==> config.mk <==
export PLATFORM = sky130hd
export DESIGN_NAME = seq_signed_divider
export DESIGN_NICKNAME = d
export VERILOG_FILES = /design/src/rtl/div_pkg.sv /design/src/rtl/div_step.sv /design/src/rtl/seq_signed_divider.sv
export SDC_FILE = /design/constraint.sdc
export NUM_CORES = 1
export LEC_CHECK = 0
export BUFFER_PORTS_ARGS = -buffer_cell sky130_fd_sc_hd__buf_4
export CORE_ASPECT_RATIO = 0.6
export CORE_UTILIZATION = 47
export DETAILED_ROUTE_END_ITERATION = 6
export PLACE_DENSITY_LB_ADDON = 0.3
export SLEW_MARGIN = 20
export SYNTH_ARGS = -nofsm -noshare
export SYNTH_HDL_FRONTEND = slang
export SYNTH_HIERARCHICAL = 1
export SYNTH_SLANG_ARGS = --single-unit
==> constraint.sdc <==
create_clock -name clock -period 5.7 [get_ports clock]
set_clock_uncertainty 0.1 [all_clocks]
set_input_delay 1.14 -clock clock [delete_from_list [all_inputs] [get_ports clock]]
set_output_delay 1.14 -clock clock [all_outputs]
set_load 0.01 [all_outputs]
==> src/rtl/div_pkg.sv <==
// Shared types for the sequential signed/unsigned divider.
package div_pkg;

    localparam int DIV_DEF_WIDTH = 32;
    localparam int STATE_W       = 3;

    typedef enum logic [STATE_W-1:0] {
        IDLE,
        PREP,
        ITER,
        FIX,
        DONE
    } state_t;

endpackage

==> src/rtl/div_step.sv <==
// One restoring shift-subtract step: shift in the next dividend bit, subtract if it fits.
module div_step #(
    parameter int WIDTH = 32
) (
    input  logic [WIDTH-1:0] rem_in,
    input  logic [WIDTH-1:0] quo_in,
    input  logic [WIDTH-1:0] divisor,
    output logic [WIDTH-1:0] rem_out,
    output logic [WIDTH-1:0] quo_out
);

    logic [WIDTH:0] shifted;
    logic           fits;

    assign shifted = {rem_in, quo_in[WIDTH-1]};
    assign fits    = shifted >= {1'b0, divisor};

    // When the subtraction fits, the result is below divisor and fits WIDTH bits.
    always_comb begin
        rem_out = shifted[WIDTH-1:0];
        quo_out = {quo_in[WIDTH-2:0], 1'b0};
        if (fits) begin
            rem_out = shifted[WIDTH-1:0] - divisor;
            quo_out = {quo_in[WIDTH-2:0], 1'b1};
        end
    end

endmodule

==> src/rtl/seq_signed_divider.sv <==
// Multi-cycle restoring divider, signed or unsigned per request.
// Define SDIV_DIVZERO_EN for a fast divide-by-zero path with err flag.
module seq_signed_divider
    import div_pkg::*;
#(
    parameter int WIDTH = DIV_DEF_WIDTH,
    parameter int CNT_W = $clog2(WIDTH) + 1
) (
    input  logic             clock,
    input  logic             reset,
    input  logic             start,
    input  logic             sgn,
    input  logic [WIDTH-1:0] dividend,
    input  logic [WIDTH-1:0] divisor,
    output logic [WIDTH-1:0] quotient,
    output logic [WIDTH-1:0] remainder,
    output logic             valid,
    output logic             busy,
    output logic             ovf,
    output logic             err
);

    localparam logic [WIDTH-1:0] MOST_NEG = {1'b1, {(WIDTH-1){1'b0}}};

    state_t           state;
    state_t           state_nx;
    logic [CNT_W-1:0] cnt;

    logic             sgn_r;
    logic [WIDTH-1:0] a_r;
    logic [WIDTH-1:0] b_r;
    logic [WIDTH-1:0] quo_r;
    logic [WIDTH-1:0] rem_r;
    logic             qneg;
    logic             rneg;
    logic             ovf_r;

    logic             a_neg;
    logic             b_neg;
    logic [WIDTH-1:0] a_mag;
    logic [WIDTH-1:0] b_mag;
    logic [WIDTH-1:0] quo_step;
    logic [WIDTH-1:0] rem_step;
    logic             div_zero;

    assign a_neg = sgn_r & a_r[WIDTH-1];
    assign b_neg = sgn_r & b_r[WIDTH-1];
    assign a_mag = a_neg ? -a_r : a_r;
    assign b_mag = b_neg ? -b_r : b_r;

`ifdef SDIV_DIVZERO_EN
    assign div_zero = (b_r == '0);
`else
    assign div_zero = 1'b0;
    assign err      = 1'b0;
`endif

    div_step #(
        .WIDTH(WIDTH)
    ) u_step (
        .rem_in (rem_r),
        .quo_in (quo_r),
        .divisor(b_r),
        .rem_out(rem_step),
        .quo_out(quo_step)
    );

    always_ff @(posedge clock or negedge reset) begin
        if (!reset) begin
            state <= IDLE;
        end else begin
            state <= state_nx;
        end
    end

    always_comb begin
        state_nx = state;
        valid    = 1'b0;
        busy     = 1'b1;
        unique case (state)
            IDLE: begin
                busy = 1'b0;
                if (start) state_nx = PREP;
            end
            PREP: state_nx = div_zero ? DONE : ITER;
            ITER: if (cnt == CNT_W'(1)) state_nx = FIX;
            FIX:  state_nx = DONE;
            DONE: begin
                valid    = 1'b1;
                state_nx = IDLE;
            end
            default: state_nx = IDLE;
        endcase
    end

    always_ff @(posedge clock or negedge reset) begin
        if (!reset) begin
            cnt       <= '0;
            sgn_r     <= 1'b0;
            a_r       <= '0;
            b_r       <= '0;
            quo_r     <= '0;
            rem_r     <= '0;
            qneg      <= 1'b0;
            rneg      <= 1'b0;
            ovf_r     <= 1'b0;
            quotient  <= '0;
            remainder <= '0;
            ovf       <= 1'b0;
`ifdef SDIV_DIVZERO_EN
            err       <= 1'b0;
`endif
        end else begin
            unique case (state)
                IDLE: begin
                    if (start) begin
                        sgn_r <= sgn;
                        a_r   <= dividend;
                        b_r   <= divisor;
                    end
                end
                PREP: begin
                    quo_r <= a_mag;
                    rem_r <= '0;
                    b_r   <= b_mag;
                    qneg  <= a_neg ^ b_neg;
                    rneg  <= a_neg;
                    ovf_r <= sgn_r && (a_r == MOST_NEG) && (b_r == '1);
                    cnt   <= CNT_W'(WIDTH);
`ifdef SDIV_DIVZERO_EN
                    if (div_zero) begin
                        quotient  <= '1;
                        remainder <= a_r;
                        ovf       <= 1'b0;
                        err       <= 1'b1;
                    end
`endif
                end
                ITER: begin
                    quo_r <= quo_step;
                    rem_r <= rem_step;
                    cnt   <= cnt - CNT_W'(1);
                end
                FIX: begin
                    quotient  <= qneg ? -quo_r : quo_r;
                    remainder <= rneg ? -rem_r : rem_r;
                    ovf       <= ovf_r;
`ifdef SDIV_DIVZERO_EN
                    err       <= 1'b0;
`endif
                end
                default: ;
            endcase
        end
    end

endmodule

==> parameters.txt <==
Parameter                              Value

Clock network
  Cts hold-fix bufs    0
  Clock Pin Slew Worst Setup and Hold Paths    60 ps
  Clock tree from TritonCTS    yes
  Clock root buffer master    clkbuf_16
  TritonCTS Buffers    22
  Post-CTS setup repair buffer count    0
  Clock net sink count    206
  Insertion delay of the later-clocked pin in the worst-skew pair    530 ps
  Worst-case clock buffer depth    3
  Number of gates resized after cts    0
  CTS H-tree lvls    1

Global routing
  Largest net degree at the start of global routing    133
  First-pass GRT wire length    60,820 um
  Via count of the first global-routing pass    10,450
  Antenna violations before repair    0
  Global router's overall resource usage    26.72%
  Overflow after GRT    0

Critical path
  Largest fanout of any net on the critical path    20
  Crit path kind    reg -> reg
  R2R depth    12
  Start point of the critical path    b_r[4]$_DFFE_PN0P_
  Critical Path Start Type    flip-flop
  Worst EP arrival    4330 ps
  Reg2reg start    b_r[4]$_DFFE_PN0P_
  Required time of the critical path    6020 ps
  Worst setup EP type    flip-flop

Finish
  Share of final-layout standard cells stronger than drive strength 1    15.15%
  Number of diodes added for antenna fixing    0
  Post-route core utilization    54.10%
  Number of nets in the finished design    1,674
  Area added between synthesis and finish    12.52%
  Final cell area excluding filler cells    0.01499 sq mm

Synth
  Number of instances in the synthesized netlist    1,511
  Count of cell types in the netlist    77
  Async set-or-reset flop fraction in the synthesized netlist    100.0%
  Predominant post-synthesis flop cell    dfrtp_1
  Yosys Warn Count    6
  Flip-flop and latch count after synthesis    206
  Synth Cell Area    0.01332 sq mm
  Portion of the post-synthesis area used by sequential elements    38.71%
  Avg Cell Area, Syn    8.814 sq um
  Nets in the synthesized netlist    1,619
  Number of enable-type register cells in the synthesized netlist    0

Power
  Static Leak    6.759 nW
  Power consumption    9.072 mW
  Worst vdd ir    0.3007 mV
  Power density cells    605.3 mW/mm^2

STA
  Hold Worst Slack    379.1 ps
  Unrepaired setup endpoints after global routing    no
  Setup tns final    0 ps
  Maximum operating frequency    248.9 MHz
  Slew at the pin closest to its max-slew limit    1080 ps
  Final Hold Viols    0
  Number of setup violations in the final report    0
  Final clock period utilization by the worst path    70.48%
  Count of final max-slew check failures    0
  Worst slew margin relative to its limit    27.36%
  Final critical-path required period    4018 ps

Floorplanning
  Die W    219.3 um
  Die Y    132.4 um
  Io pins    136
  Die area    0.02904 sq mm
  Standard cell core area    0.02770 sq mm
  Placement Rows    47
  Initial Utilization    48.08%

Placed design
  Placed instance area    0.01427 sq mm
  Final weighted congestion in routability-driven placement    0.9121
  Number of buffer cells added on primary ports    134
  Detailed placer's ending HPWL    28,830 um

Min path
  Critical hold path startpoint    remainder[8]$_DFFE_PN0P_
  Number of cells traversed by the worst hold path    2
  Hold/Removal Path Class    reg -> reg

Detailed routing
  Vias per cell    6.071
  Detail-routed net length per standard cell    20.07 um
  Total via count after detailed routing    11,810
  Violation count after the first detailed-route iteration    1,421
  Number of nets still failing antenna checks after routing    0
  DRC Markers    0
  Number of search-and-repair iterations in the first detailed-routing pass    6
  Total wire length after detailed routing    39,030 um

Flow run
  Max Cap Viol    0

Status
  Status    complete, no violations
[cells in the final DEF (no fill, tap or decap), drive strengths merged, types with 8 or more instances in the layout]
cell	Yosys	final
nand2	253	253
dfrtp	206	206
o21ai	149	149
buf	48	145
xor2	69	69
nor2	65	65
inv	53	53
nor3	48	48
a21oi	45	45
ha	39	39
nand3	37	37
a22oi	37	37
xnor2	37	37
mux2	31	31
a22o	30	30
clkbuf	67	28
o31ai	25	25
nor4	25	25
o41ai	24	24
nand4	23	23
o211ai	19	19
or3	17	17
mux2i	14	14
a31oi	12	12
a21o	10	10
nand2b	9	9
nand4b	9	9
nor2b	9	9
a211oi	9	9
a221o	8	8
[layer usage]
layer,wire length [um],up-vias,GRT usage (%)
met3,3678,32,5.283
met5,0,-,0
met1,21500,5681,49.09
met4,312,0,2.971
met2,13550,531,30.09
li1,-,5564,-
[power breakdown]
part | switching, mW | internal, mW | leakage, nW
registers | 0.875 | 2.04 | 2.67
logic | 2.88 | 1.82 | 3.74
clock network | 0.613 | 0.848 | 0.348
[flip-flops by register name (all words and copies together), names as in the netlist]
signal,count
qneg,1
state,3
a_r,32
sgn_r,1
rem_r,32
quotient,32
ovf,1
cnt,6
rneg,1
b_r,32
ovf_r,1
remainder,32
quo_r,32
[metrics by stage]
stage	setup WS, ps	std cells
final	1682	1945
after global routing	1428	1945
after CTS	1701	1945
after detailed placement	1712	1909
after global placement	1759	1909
after floorplan	2683	1511
[final timing paths]
kind	to	slack, ps
worst max-delay path	rem_r[2]$_DFFE_PN0N_	1680
worst min-delay path	remainder[8]$_DFFE_PN0P_	380
worst max register to register	rem_r[2]$_DFFE_PN0N_	1680
worst min register to register	remainder[8]$_DFFE_PN0P_	380
max in group asynchronous	a_r[11]$_DFFE_PN0P_	3830
min in group asynchronous	remainder[13]$_DFFE_PN0P_	520
[final cells by class]
cell class	count	area (sq um)
clock buffers	27	610.6
clock inverters	9	103.9
fillers	2561	12710
inverters	53	198.9
multi-input cells	1137	7343
flip-flops and latches	206	5155
well taps	367	459.2
repair buffers	146	1115
[kinds of logic (layout without fill, tap and decap cells)]
family / after synthesis / after routing / share of synthesized area [%]
other: 1 / 1 / 0.02816
buffers and inverters: 168 / 235 / 6.248
flip-flops: 206 / 206 / 38.71
multiplexers: 45 / 45 / 4.434
AND/OR/NAND/NOR: 534 / 534 / 18.99
adder cells (fa/ha/maj): 40 / 40 / 3.814
XOR/XNOR: 106 / 106 / 6.971
AO/OA/AOI/OAI: 411 / 411 / 20.81
[Yosys cell counts (all sizes together), types with 6 or more instances]
cell    number  area, sq um
nor2b        9        56.30
a22oi       37        277.8
nor4        25        162.6
dfrtp      206         5155
clkbuf      67        251.5
or4          7        60.06
o31ai       25        187.7
nor2        65        244.0
or3         17        112.6
o211ai      19        142.6
nor3b        6        50.05
o41ai       24        217.7
and2         7        43.79
nand4b       9        78.83
o311ai       7        61.31
buf         48        381.6
ha          39        488.0
inv         53        198.9
nor3        48        250.2
a22o        30        264.0
a221o        8        80.08
nand2      253        949.7
nand4       23        143.9
a31oi       12        75.07
a21o        10        75.07
xnor2       37        324.1
o21ai      149        757.0
mux2        31        450.4
nand2b       9        56.30
xor2        69        604.3
a21oi       45        229.0
nand3       37        185.2
or2          6        37.54
a211oi       9        72.57
mux2i       14        140.1
[worst max-delay path, cell delays in order (launching register included)]
cell	delay [ps]
dfrtp_1	500
inv_1	130
ha_1	380
o211ai_1	130
a211oi_1	250
nor2_1	150
o31ai_1	400
o22a_2	250
a21oi_2	60
o21ai_4	520
buf_4	460
mux2_2	380
a22o_1	200
Note: power is estimated with default switching activity, not from simulation.
